[config.mk]
export PLATFORM = sky130hd
export DESIGN_NAME = store_buffer
export DESIGN_NICKNAME = d
export VERILOG_FILES = /design/src/rtl/store_buffer.sv
export SDC_FILE = /design/constraint.sdc
export NUM_CORES = 1
export LEC_CHECK = 0
export ABC_AREA = 1
export ABC_CLOCK_PERIOD_IN_PS = 3500
export CAP_MARGIN = 15
export CORE_MARGIN = 4
export CORE_UTILIZATION = 51
export CTS_BUF_LIST = sky130_fd_sc_hd__clkbuf_8
export DETAILED_ROUTE_END_ITERATION = 10
export GPL_ROUTABILITY_DRIVEN = 0
export MAX_ROUTING_LAYER = met4
export PLACE_DENSITY = 0.76
export REMOVE_ABC_BUFFERS = 1
export SLEW_MARGIN = 0
export SYNTH_ARGS = -nofsm -noshare
export SYNTH_HDL_FRONTEND = slang
export SYNTH_SLANG_ARGS = --single-unit
export TNS_END_PERCENT = 10
[constraint.sdc]
create_clock -name clk -period 3.5 [get_ports clk]
set_input_delay 0.7 -clock clk [delete_from_list [all_inputs] [get_ports clk]]
set_output_delay 0.7 -clock clk [all_outputs]
set_load 0.01 [all_outputs]
[src/rtl/store_buffer.sv]
// Store buffer: in-order FIFO of pending stores that drains to data memory whenever the load path is idle.
// Optional STORE_BUF_ALIGN_CHK_EN drops misaligned sh/sw stores and pulses st_err for one cycle.
module store_buffer #(
  parameter int DEPTH      = 4,
  parameter int ADDR_WIDTH = 32,
  parameter int DATA_WIDTH = 32
) (
  input  logic                          clk,
  input  logic                          rst_n,
  input  logic                          st_valid,
  output logic                          st_ready,
  input  logic [ADDR_WIDTH-1:0]         st_addr,
  input  logic [DATA_WIDTH-1:0]         st_data,
  input  logic [2:0]                    st_funct3,
  input  logic                          ld_req,
  input  logic [ADDR_WIDTH-1:0]         ld_addr,
  output logic                          ld_stall,
  output logic                          mem_wr_en,
  output logic [ADDR_WIDTH-1:0]         mem_addr,
  output logic [DATA_WIDTH-1:0]         mem_wr_data,
  output logic [2:0]                    mem_funct3,
  output logic [$clog2(DEPTH+1)-1:0]    count,
  output logic                          empty,
  output logic                          st_err
);

  localparam int PW = (DEPTH > 1) ? $clog2(DEPTH) : 1;
  localparam int CW = $clog2(DEPTH + 1);

  logic [ADDR_WIDTH-1:0] addr_mem [DEPTH];
  logic [DATA_WIDTH-1:0] data_mem [DEPTH];
  logic [2:0]            f3_mem   [DEPTH];

  logic [PW-1:0]    head_q, head_d;
  logic [PW-1:0]    tail_q, tail_d;
  logic [CW-1:0]    count_q, count_d;
  logic [DEPTH-1:0] valid_q, valid_d;

  logic             full_s;
  logic             push_hs_s;
  logic             push_s;
  logic             pop_s;
  logic             misalign_s;
  logic             ld_conflict_s;
  logic [DEPTH-1:0] match_s;
  logic             unused_ld_lo_s;

  // Only the word address takes part in the load/store overlap check.
  assign unused_ld_lo_s = ^ld_addr[1:0];

`ifdef STORE_BUF_ALIGN_CHK_EN
  function automatic logic is_misaligned(input logic [2:0] f3, input logic [1:0] a);
    case (f3)
      3'b001:  is_misaligned = a[0];
      3'b010:  is_misaligned = (a != 2'b00);
      default: is_misaligned = 1'b0;
    endcase
  endfunction

  logic st_err_q, st_err_d;

  assign misalign_s = is_misaligned(st_funct3, st_addr[1:0]);
  assign st_err_d   = push_hs_s & misalign_s;
  assign st_err     = st_err_q;

  always_ff @(posedge clk or negedge rst_n) begin
    if (!rst_n) begin
      st_err_q <= 1'b0;
    end else begin
      st_err_q <= st_err_d;
    end
  end
`else
  assign misalign_s = 1'b0;
  assign st_err     = 1'b0;
`endif

  always_comb begin
    full_s    = (count_q == CW'(DEPTH));
    empty     = (count_q == {CW{1'b0}});
    st_ready  = ~full_s;
    count     = count_q;
    push_hs_s = st_valid & ~full_s;
    push_s    = push_hs_s & ~misalign_s;
    match_s   = {DEPTH{1'b0}};
    for (int i = 0; i < DEPTH; i++) begin
      match_s[i] = valid_q[i] & (addr_mem[i][ADDR_WIDTH-1:2] == ld_addr[ADDR_WIDTH-1:2]);
    end
    ld_conflict_s = ld_req & (|match_s);
    ld_stall      = ld_conflict_s;
    // A load owns the memory port unless it must wait for a matching store to drain.
    mem_wr_en     = ~empty & (~ld_req | ld_conflict_s);
    pop_s         = mem_wr_en;
    mem_addr      = addr_mem[head_q];
    mem_wr_data   = data_mem[head_q];
    mem_funct3    = f3_mem[head_q];
  end

  always_comb begin
    head_d  = head_q;
    tail_d  = tail_q;
    valid_d = valid_q;
    if (pop_s) begin
      head_d          = head_q + PW'(1);
      valid_d[head_q] = 1'b0;
    end else begin
      head_d = head_q;
    end
    if (push_s) begin
      tail_d          = tail_q + PW'(1);
      valid_d[tail_q] = 1'b1;
    end else begin
      tail_d = tail_q;
    end
    count_d = count_q + CW'(push_s) - CW'(pop_s);
  end

  always_ff @(posedge clk or negedge rst_n) begin
    if (!rst_n) begin
      head_q  <= {PW{1'b0}};
      tail_q  <= {PW{1'b0}};
      count_q <= {CW{1'b0}};
      valid_q <= {DEPTH{1'b0}};
    end else begin
      head_q  <= head_d;
      tail_q  <= tail_d;
      count_q <= count_d;
      valid_q <= valid_d;
    end
  end

  // Payload storage carries no reset; occupancy is tracked by valid_q/count_q.
  always_ff @(posedge clk) begin
    if (push_s) begin
      addr_mem[tail_q] <= st_addr;
      data_mem[tail_q] <= st_data;
      f3_mem[tail_q]   <= st_funct3;
    end
  end

endmodule

# After elaboration in Yosys (flattened, before gate mapping)
# Memory sizes are Yosys's and may differ from the RTL's.
# Index checks and enable logic that the tools add are counted.
# word_totals
output_inout_bits	75
n_memories	3
inputBits	103
ff_bits	11
mem_bits_rw	268
# op_classes
n_eq_ne	5
n_lt_le_gt_ge	4
n_reduce_logical	4
addsub	4
n_mux	8
n_bitwise	14
# memory_table
name	depth	width	rd	rd_ports_with_merged_regs	write_ports	line_no	source
addr_mem	4	32	5	0	1	30	logic [ADDR_WIDTH-1:0] addr_mem [DEPTH];
data_mem	4	32	1	0	1	31	logic [DATA_WIDTH-1:0] data_mem [DEPTH];
f3_mem	4	3	1	0	1	32	logic [2:0] f3_mem [DEPTH];
# ops
cell	count
$eq 30x30->1	4
$mux 4	2
$and 1x1->1	7
$lt 2x3->1 const B	2
$add 2x1->2 const B	2
$and 4x4->4	1
$demux 1 s2	2
$ge 2x1->1 const B	2
$mux 1	4
$not 4->4	1
$or 4x4->4	1
$reduce_or 4->1	1
$add 3x1->3	1
$eq 3x3->1 const B	1
$logic_not 3->1	1
$not 1->1	3
$sub 3x1->3	1
$logic_and 1x1->1	2
$or 1x1->1	1

# Depth between registers and ports, before layout
# An unclocked memory read counts as a cell.
# depth
ltp_word	10
mapped_depth	19

# Least setup slack after synthesis
# OpenSTA, ideal clock, no wires.
# synth_path
path_kind	input to register
start	input port st_valid
end	memory addr_mem[0][0] (enable)
arrival_time_ns	2.300
slack_ns	0.779
path_buffers	0
path_stages	4
required_time_ns	3.079
setup_time_ns	0.421
path_cell_list	nand2_1 -> inv_1 -> nand2_1 -> inv_1
# synth_between
elab_chain_len	3
# synth_lines
item	line_no	source
start, declared	10	input logic st_valid,
$and 1x1->1	83	push_hs_s = st_valid & ~full_s;
$mux 1	134	if (push_s) begin
$mux 1 (implied by the code)	135	addr_mem[tail_q] <= st_addr;
end, declared	30	
# Every way passes these cells.

# Final worst setup path
# layout_path
start	register head_q[0]
end	output port mem_wr_data[1]
# layout_between
elab_chain_len	1
# layout_lines
item	line_no	source
start, declared	34	logic [PW-1:0] head_q, head_d;
start signal, assigned	120	head_q <= {PW{1'b0}};
$mem_v2 4x32	n/a	
end, declared	20	output logic [DATA_WIDTH-1:0] mem_wr_data,
# Every way passes these cells.

==> flow_summary_export.csv <==
group,metric,value,unit
floorplanning,dieArea,27200,sq um
sta,period_share,95.2,%
logic_synthesis,synth_cell_type_count,27,
clocking,tritoncts,"done",
pwr,finalPower,0.0122,W
sta,final_max_slew_viol_count,0,
clocking,cts_buffers,44,
sta,hold_viol,0,
global_route,grt_max_degree,109,
critical_path,crit_type,"register to output port",
global_route,grt_pass1_wl,49500,microns
pwr,power.leakage,6.14,nW
placed_design,placed_cell_area,14900,sq um
global_route,antenna_found_initial,6,
floorplanning,core_area,24200,sq um
sta,timing.slew.headroom,64.6,%
sta,rsz0062_at_grt,"true",
layout,layout-area-overhead-vs-synth,25.0,%
drt,wl,32500,microns
layout,nets,1553,
floorplanning,ios,178,
drt,drc,0,
layout,final_area,15700,sq um
pwr,p_int,0.00779,W
layout,final_core_util,64.7,%
pwr,vdd_drop_max,0.600,mV
critical_path,cp_max_fo,108,
hold_path,hold_path_class,"primary input to asynchronous set/reset pin",
drt,firstDrtPassIters,6,
sta,setup_viol,0,
pwr,power.switching,0.00438,W
logic_synthesis,synth-main-ff-cell,"edfxtp_1",
pwr,share_comb_of_total_power,40.3,%
logic_synthesis,syn_inst,1232,
outcome,status,"complete, no violations",
sta,tightest_slew,0.532,ns
clocking,post_cts_buffers,0,
run,cap_violations,0,
drt,ant_nets,0,
clocking,cts_buffer_depth,3,
logic_synthesis,async_flop_share,3.94,%
logic_synthesis,synth_edf_count,268,
placed_design,numPortBuffers,174,
sta,fmaxAchievable,0.300,GHz
pwr,swShare,36.0,%
layout,drive_gt1_share,9.05,%
critical_path,cp-end-kind,"output port",
sta,min_period,3.33,ns
logic_synthesis,ys_warn_count,0,
clocking,clk_latency,0.55,ns
drt,vias_per_cell,5.33,
critical_path,rr_startpoint,"addr_mem[1][11]",
floorplanning,die_w,165,microns
placed_design,dp_hpwl,21000,microns
clocking,htreeDepth,2,
critical_path,crit_start,"head_q[0]",
clocking,holdBufCountCts,0,
critical_path,required,2.80,ns
clocking,cts.sinks,279,
drt,num_vias,9597,
logic_synthesis,synth_top_area_share,64.1,%
clocking,root_buffer,"clkbuf_8",
critical_path,worst-endpoint-arrival,2.63,ns
logic_synthesis,synth_top_area_cell,"edfxtp_1",
pwr,power_density,775,nW/um^2
pwr,p_clk_share,21.1,%
drt,maxUsedRoutingLayer,"met4",
drt,initialDrtViolationCount,827,
logic_synthesis,synthTopCellsByArea,"edfxtp_1, nand2_1, o21ai_0",
floorplanning,die_h,165,microns
pwr,seq_power_share,38.6,%
floorplanning,start_util,51.8,%
critical_path,start_kind,"register",
drt,drt-met1-wl,12700,microns
global_route,grt_usage,24.4,%
clocking,clk_pin_slew_worst_paths,0.06,ns
logic_synthesis,synth.cell_area,12600,sq um
global_route,overflow,0,
logic_synthesis,ys_ff_latch,279,
floorplanning,rows,57,
drt,wl_met2,15600,microns
drt,wl_met3,3180,microns
sta,fin_skew,0.0136,ns
drt,wl_per_cell,18.0,microns
logic_synthesis,synth_area_per_cell,10.2,sq um
global_route,grt_pass1_vias,9391,
logic_synthesis,ys_seq_area_share,66.3,%
[sequential cells by signal, summed over array words and instances (netlist names)]
name      count
addr_mem    128
head_q        2
count         3
tail_q        2
valid_q       4
data_mem    128
f3_mem       12
[what timing repair did]
item | 4_1_cts | 5_1_grt
setup endpoints to repair | 2 | 6
pin swaps | 1 | 0
endpoints found under the hold margin | 0 | 0
gates resized for setup | 10 | 3
[path summary, 6_finish.rpt]
kind / slack [ns] / to / depth (start not counted)
worst max-delay path: 0.17 / mem_wr_data[1] / 4
worst min-delay path: 0.49 / valid_q[3] / 1
worst max register to register: 0.97 / count[2] / 18
worst min register to register: 0.50 / valid_q[2] / 2
max in group asynchronous: 2.62 / head_q[0] / 1
min in group clk: 0.50 / valid_q[2] / 2
[metrics by stage]
| step | TNS (ns) | instances | hold slack, ns | setup slack [ns] |
|---|---|---|---|---|
| floorplan | -129.19 | 1186 | 0.404 | -1.99 |
| global placement | -0.168 | 1717 | 0.467 | -0.165 |
| detailed placement | -0.189 | 1717 | 0.476 | -0.178 |
| CTS | 0 | 1794 | 0.500 | 0.000285 |
| global route | -0.00552 | 1800 | 0.523 | -0.00552 |
| finish | 0 | 1801 | 0.493 | 0.167 |
[synth_stat cells, types with 2 or more instances]
cell      instances
nand2_1         309
edfxtp_1        268
nor2_1          155
o21ai_0         149
inv_1            97
a21oi_1          75
o22ai_1          38
clkbuf_1         36
inv_2            20
xnor2_1          13
dfrtp_1          11
ha_1             10
nand3_1          10
nor2_2            9
o21ai_1           8
buf_2             5
xor2_1            5
buf_1             4
nand2_2           2
[logic make-up (layout without fill, tap and decap cells)]
kind of cell	Yosys count	in the layout	share of synthesized area, %
AO/OA/AOI/OAI	271	271	11.2
XOR/XNOR	18	18	1.26
adder cells (fa/ha/maj)	11	11	1.16
buffers and inverters	164	402	5.00
flip-flops	279	279	66.3
other	1	8	0.0299
AND/OR/NAND/NOR	488	488	15.1
[per-layer routing]
layer  vias to the layer above  global-route usage, %
met2                       437                   39.4
met3                        62                   6.39
met1                      4495                   30.3
met5                         -                      -
met4                         0                   8.20
li1                       4603                      -
[power groups by stage]
stage / clock, W / sequential [W] / combinational (W)
final: 0.00257 / 0.00470 / 0.00490
after global routing: 0.00281 / 0.00475 / 0.00536
after CTS: 0.00261 / 0.00470 / 0.00493
after detailed placement: 0 / 0.00476 / 0.00488
after global placement: 0 / 0.00473 / 0.00483
after floorplan: 0 / 0.00485 / 0.00227
[placed cells by master (no fill, tap or decap), drive strengths merged]
cell type        n
nand2          312
edfxtp         268
clkdlybuf4s50  167
nor2           164
o21ai          157
inv            128
a21oi           75
clkbuf          44
o22ai           38
buf             33
clkinv          20
xnor2           13
nand3           11
dfrtp           11
ha              10
diode            7
dlygate4sd2      6
xor2             5
bufinv           2
nor3             1
a21boi           1
fa               1
conb             1
clkinvlp         1
dlymetal6s2s     1
[critical path: stages, from the launching register on]
cell             delay [ns]
dfrtp_4                0.45
buf_12                 0.40
o21ai_0                0.18
o22ai_1                0.34
clkdlybuf4s50_1        0.62
[cell type report]
class	count	area (sq um)
Antenna cell	7	17.5
Clock buffer	44	606
Clock inverter	33	194
Fill cell	1927	8550
Inverter	118	450
Multi-Input combinational cell	789	3620
Sequential cell	279	8330
Tap cell	324	405
Timing Repair Buffer	207	2080
(Power assumes the default switching activity.)
==> RTL change 1, RTL diff (same flow settings) <==
The option `STORE_BUF_ALIGN_CHK_EN` is turned on by a define.
--- a/src/rtl/store_buffer.sv
+++ b/src/rtl/store_buffer.sv
@@ -1,5 +1,7 @@
 // Store buffer: in-order FIFO of pending stores that drains to data memory whenever the load path is idle.
 // Optional STORE_BUF_ALIGN_CHK_EN drops misaligned sh/sw stores and pulses st_err for one cycle.
+`define STORE_BUF_ALIGN_CHK_EN
+
 module store_buffer #(
   parameter int DEPTH      = 4,
   parameter int ADDR_WIDTH = 32,
Behaviour: not the same (a bounded check fails within 4 cycles, from zero or initial values and one cycle with rst_n low).
==> RTL change 1 against the original RTL <==
Non-clock buffer count up 8. Sequential share of layout area fell by 0.61 points. Sequential cell count up 1. Design area up 1.5%. Power fell by 1.3%. Routed wire length up 1.7%. Core utilization rose by 0.76 points. Count of clock-buffer cells in the layout up 3. Sequential power fell by 3%. Die area grew 0.10%. Area after synthesis increased by 0.11%. Clock skew rose by 5.0 ps. Setup slack worse by 55 ps. Critical endpoint is now mem_wr_en. Largest power group unchanged. Highest routed layer unchanged.
==> RTL change 1: results <==
metrics = {
    "grt": {
        "use_met1_pct": 31.96,
        "grt_max_degree": 112,
        "grt_antenna_before_repair": 5,
        "gr-usage-met3_pct": 6.339,
        "met2_usage_pct": 38.47,
        "first_global_vias": 9561,
        "grt_pass1_wl_um": 50230,
        "globalRouteTotalUtil_pct": 24.89,
    },
    "clock_tree": {
        "clockBufferDepth": 3,
        "cts_resized": 6,
        "clk_latency_ps": 560,
        "cts-root-buf": "clkbuf_8",
        "cts_buffers": 46,
    },
    "finish": {
        "drive_above_1_share_pct": 9.879,
        "final_nets": 1567,
    },
    "sta": {
        "min_period_ps": 3388,
        "worst_slew_pin_slew_ps": 639.7,
        "fin_skew_ps": 18.58,
        "whs_ps": 470.4,
    },
    "logic_synthesis": {
        "synth-xor-area-share_pct": 1.602,
        "ys_warn_count": 0,
        "synth_common_cells": "nand2_1, edfxtp_1, nor2_1",
        "synth_area_per_cell_um2": 10.19,
        "synth_fa_ha_area_share_pct": 1.154,
        "synth.area.top_cells": "edfxtp_1, nand2_1, o21ai_0",
        "synth_cell_types": 25,
        "synth_compound_area_share_pct": 10.92,
        "ys_seq_area_share_pct": 66.40,
        "async_flop_share_pct": 4.286,
    },
    "power_and_ir_drop": {
        "seq-power_w": 0.00458,
        "p_int_w": 0.007756,
        "ir_drop_mv": 0.5233,
        "power.leakage_nw": 6.420,
        "combPwrFrac_pct": 39.9,
        "seqPwrFrac_pct": 38.1,
    },
    "min_path": {
        "hp-class": "reg -> reg",
    },
    "setup_path": {
        "r2r_slack_ps": 820,
        "crit_path_end": "mem_wr_en",
        "arrival_ps": 2690,
        "crit_fanout": 6,
        "crit_path_start": "ld_addr[11]",
        "critical-path-slowest-cell": "clkdlybuf4s50_1",
        "critPathMaxStageDelay_ps": 530,
        "r2r_start": "addr_mem[1][18]",
    },
    "routing": {
        "dr_total_vias": 9682,
        "wl_per_cell_um": 18.13,
        "wl_met2_um": 15370,
        "firstDrtPassIters": 5,
        "routedLengthMet1_um": 13440,
        "wl_met3_um": 3070,
        "viasPerCell": 5.320,
        "drtIter0Drc": 836,
    },
    "place": {
        "place_ws_ps": -156.9,
        "hpwlAfterDp_um": 22050,
        "place_inst": 1729,
        "placed_area_um2": 14990,
        "port-buffer-count": 175,
    },
    "status": {
        "status": "completed",
    },
}
==> RTL change 1: cell count changes after synthesis, sizes merged, moves of 2 or more <==
cell    before  now
clkbuf      36   39
xor2         5   11
nor2       164  170
o22ai       38   41
o21ai      157  149
nand2      312  314
buf         10    5
a21oi       75   71
==> RTL change 1: worst min path at each step <==
stage,from,end,depth (start not counted)
2_1_floorplan,rst_n,count[0],0
3_3_place_gp,valid_q[1],valid_q[1],2
3_5_place_dp,valid_q[2],valid_q[2],2
4_1_cts,valid_q[2],valid_q[2],2
5_1_grt,valid_q[2],valid_q[2],2
6_report,valid_q[2],valid_q[2],2
==> RTL change 1: layout make-up <==
cell class | count | area, um2
Multi-Input combinational cell | 792 | 3633
Sequential cell | 280 | 8352
Timing Repair Buffer | 215 | 2218
Fill cell | 1857 | 8388
Tap cell | 324 | 405.4
Clock inverter | 36 | 207.7
Clock buffer | 47 | 646.9
Antenna cell | 8 | 20.02
Inverter | 118 | 447.9
==> RTL change 2, RTL diff (same flow settings) <==
Made on the original files. Put a register stage on the output `count`, without a reset. The value now appears one clock later. The other outputs are not delayed to match.
--- a/src/rtl/store_buffer.sv
+++ b/src/rtl/store_buffer.sv
@@ -26,6 +26,8 @@
 
   localparam int PW = (DEPTH > 1) ? $clog2(DEPTH) : 1;
   localparam int CW = $clog2(DEPTH + 1);
+
+  logic [$clog2(DEPTH+1)-1:0] count_c;
 
   logic [ADDR_WIDTH-1:0] addr_mem [DEPTH];
   logic [DATA_WIDTH-1:0] data_mem [DEPTH];
@@ -79,7 +81,7 @@
     full_s    = (count_q == CW'(DEPTH));
     empty     = (count_q == {CW{1'b0}});
     st_ready  = ~full_s;
-    count     = count_q;
+    count_c   = count_q;
     push_hs_s = st_valid & ~full_s;
     push_s    = push_hs_s & ~misalign_s;
     match_s   = {DEPTH{1'b0}};
@@ -138,5 +140,9 @@
     end
   end
 
+  always_ff @(posedge clk) begin
+    count <= count_c;
+  end
+
 endmodule
 
Behaviour: not the same (a bounded check fails within 4 cycles, from zero or initial values and one cycle with rst_n low).
==> RTL change 2 against the original RTL <==
Design area up 0.15%. Power down 0.39%. Sequential power up 1%. Setup slack worse by 12 ps. Fmax down 0.35%. Synthesized cell count up 0.24%. Non-clock buffer count up 1. Count of clock-buffer cells in the layout up 3. Core utilization down 0.092 points. Area after synthesis up 0.48%. Worst hold slack worse by 57 ps. Routed wire length about the same. Sequential cell count up 3. Critical path depth up 8.
==> RTL change 2: results <==
metrics = {
    "setup_path": {
        "crit_path_end": "ld_stall",
        "r2r_start": "addr_mem[3][14]",
        "arrival_ps": 2640,
        "critPathMaxStageDelay_ps": 530,
        "rr_worst_depth": 16,
        "crit_path_start": "ld_addr[13]",
        "r2r_slack_ps": 930,
        "r2r-end": "count_c[2]",
        "crit_fanout": 7,
    },
    "power_and_ir_drop": {
        "power-per-cell-area_nw_per_um2": 770.6,
        "ir_drop_mv": 0.6411,
        "power.leakage_nw": 6.208,
        "seq-power_w": 0.00475,
        "p_sw_w": 0.004363,
        "swShare_pct": 36.00,
        "pg_comb_w": 0.00489,
    },
    "finish": {
        "antenna_cells": 4,
        "drive_above_1_share_pct": 8.845,
        "non_clock_buffer_count": 208,
        "seq_cells": 282,
        "final_nets": 1559,
        "clock_cell_area_share_pct": 5.053,
        "area_delta_synth_final_pct": 24.61,
        "ff_latch_area_um2": 8387,
        "clock_buffers": 47,
        "signal_buffer_area_fraction_pct": 13.12,
    },
    "grt": {
        "met2_usage_pct": 38.34,
        "gr-usage-met3_pct": 6.627,
        "globalRouteTotalUtil_pct": 24.23,
        "first_global_vias": 9476,
        "use_met1_pct": 29.52,
        "grt_antenna_before_repair": 4,
        "grt_pass1_wl_um": 49290,
    },
    "place": {
        "place_inst": 1721,
        "place_ws_ps": -204.1,
        "hpwlAfterDp_um": 21230,
        "placed_area_um2": 14920,
    },
    "sta": {
        "whs_ps": 435.4,
        "post-route-period-util_pct": 95.57,
    },
    "logic_synthesis": {
        "synth_cell_types": 28,
        "async_flop_share_pct": 3.901,
        "synth_area_per_cell_um2": 10.22,
        "ys_seq_area_share_pct": 66.44,
        "synth.area.top_cells": "edfxtp_1, nand2_1, o21ai_0",
    },
    "routing": {
        "routed_wirelength_um": 32450,
        "dr_total_vias": 9710,
        "firstDrtPassIters": 6,
        "wl_met3_um": 3169,
        "viasPerCell": 5.368,
        "routedLengthMet1_um": 12850,
        "drtIter0Drc": 883,
        "wl_met2_um": 15230,
    },
    "clock_tree": {
        "cts_resized": 12,
        "cts_buffers": 46,
    },
    "min_path": {
        "hp-class": "reg -> reg",
    },
    "status": {
        "status": "completed",
    },
}
==> RTL change 2: cells by family (layout without fill, tap and decap cells) <==
| family | after synthesis | count (layout) | share of synthesized area (%) |
|---|---|---|---|
| DFF | 282 | 282 | 66.44 |
| buffers and inverters | 164 | 410 | 4.978 |
| xor gates and xnor gates | 18 | 18 | 1.249 |
| and+or+nand+nor | 488 | 488 | 15.01 |
| other | 1 | 5 | 0.02972 |
| adders and majority gates | 11 | 11 | 1.150 |
| AOI/OAI and AO/OA | 271 | 271 | 11.15 |
==> RTL change 2: how the worst min path moves through the flow <==
stage / startpoint / to / depth (start not counted)
after floorplan: count_c[0] / count[0] / 0
after global placement: count_c[0] / count[0] / 0
after detailed placement: count_c[0] / count[0] / 0
after CTS: count_c[0] / count[0] / 0
after global routing: count_c[0] / count[0] / 0
final: count_c[0] / count[0] / 0
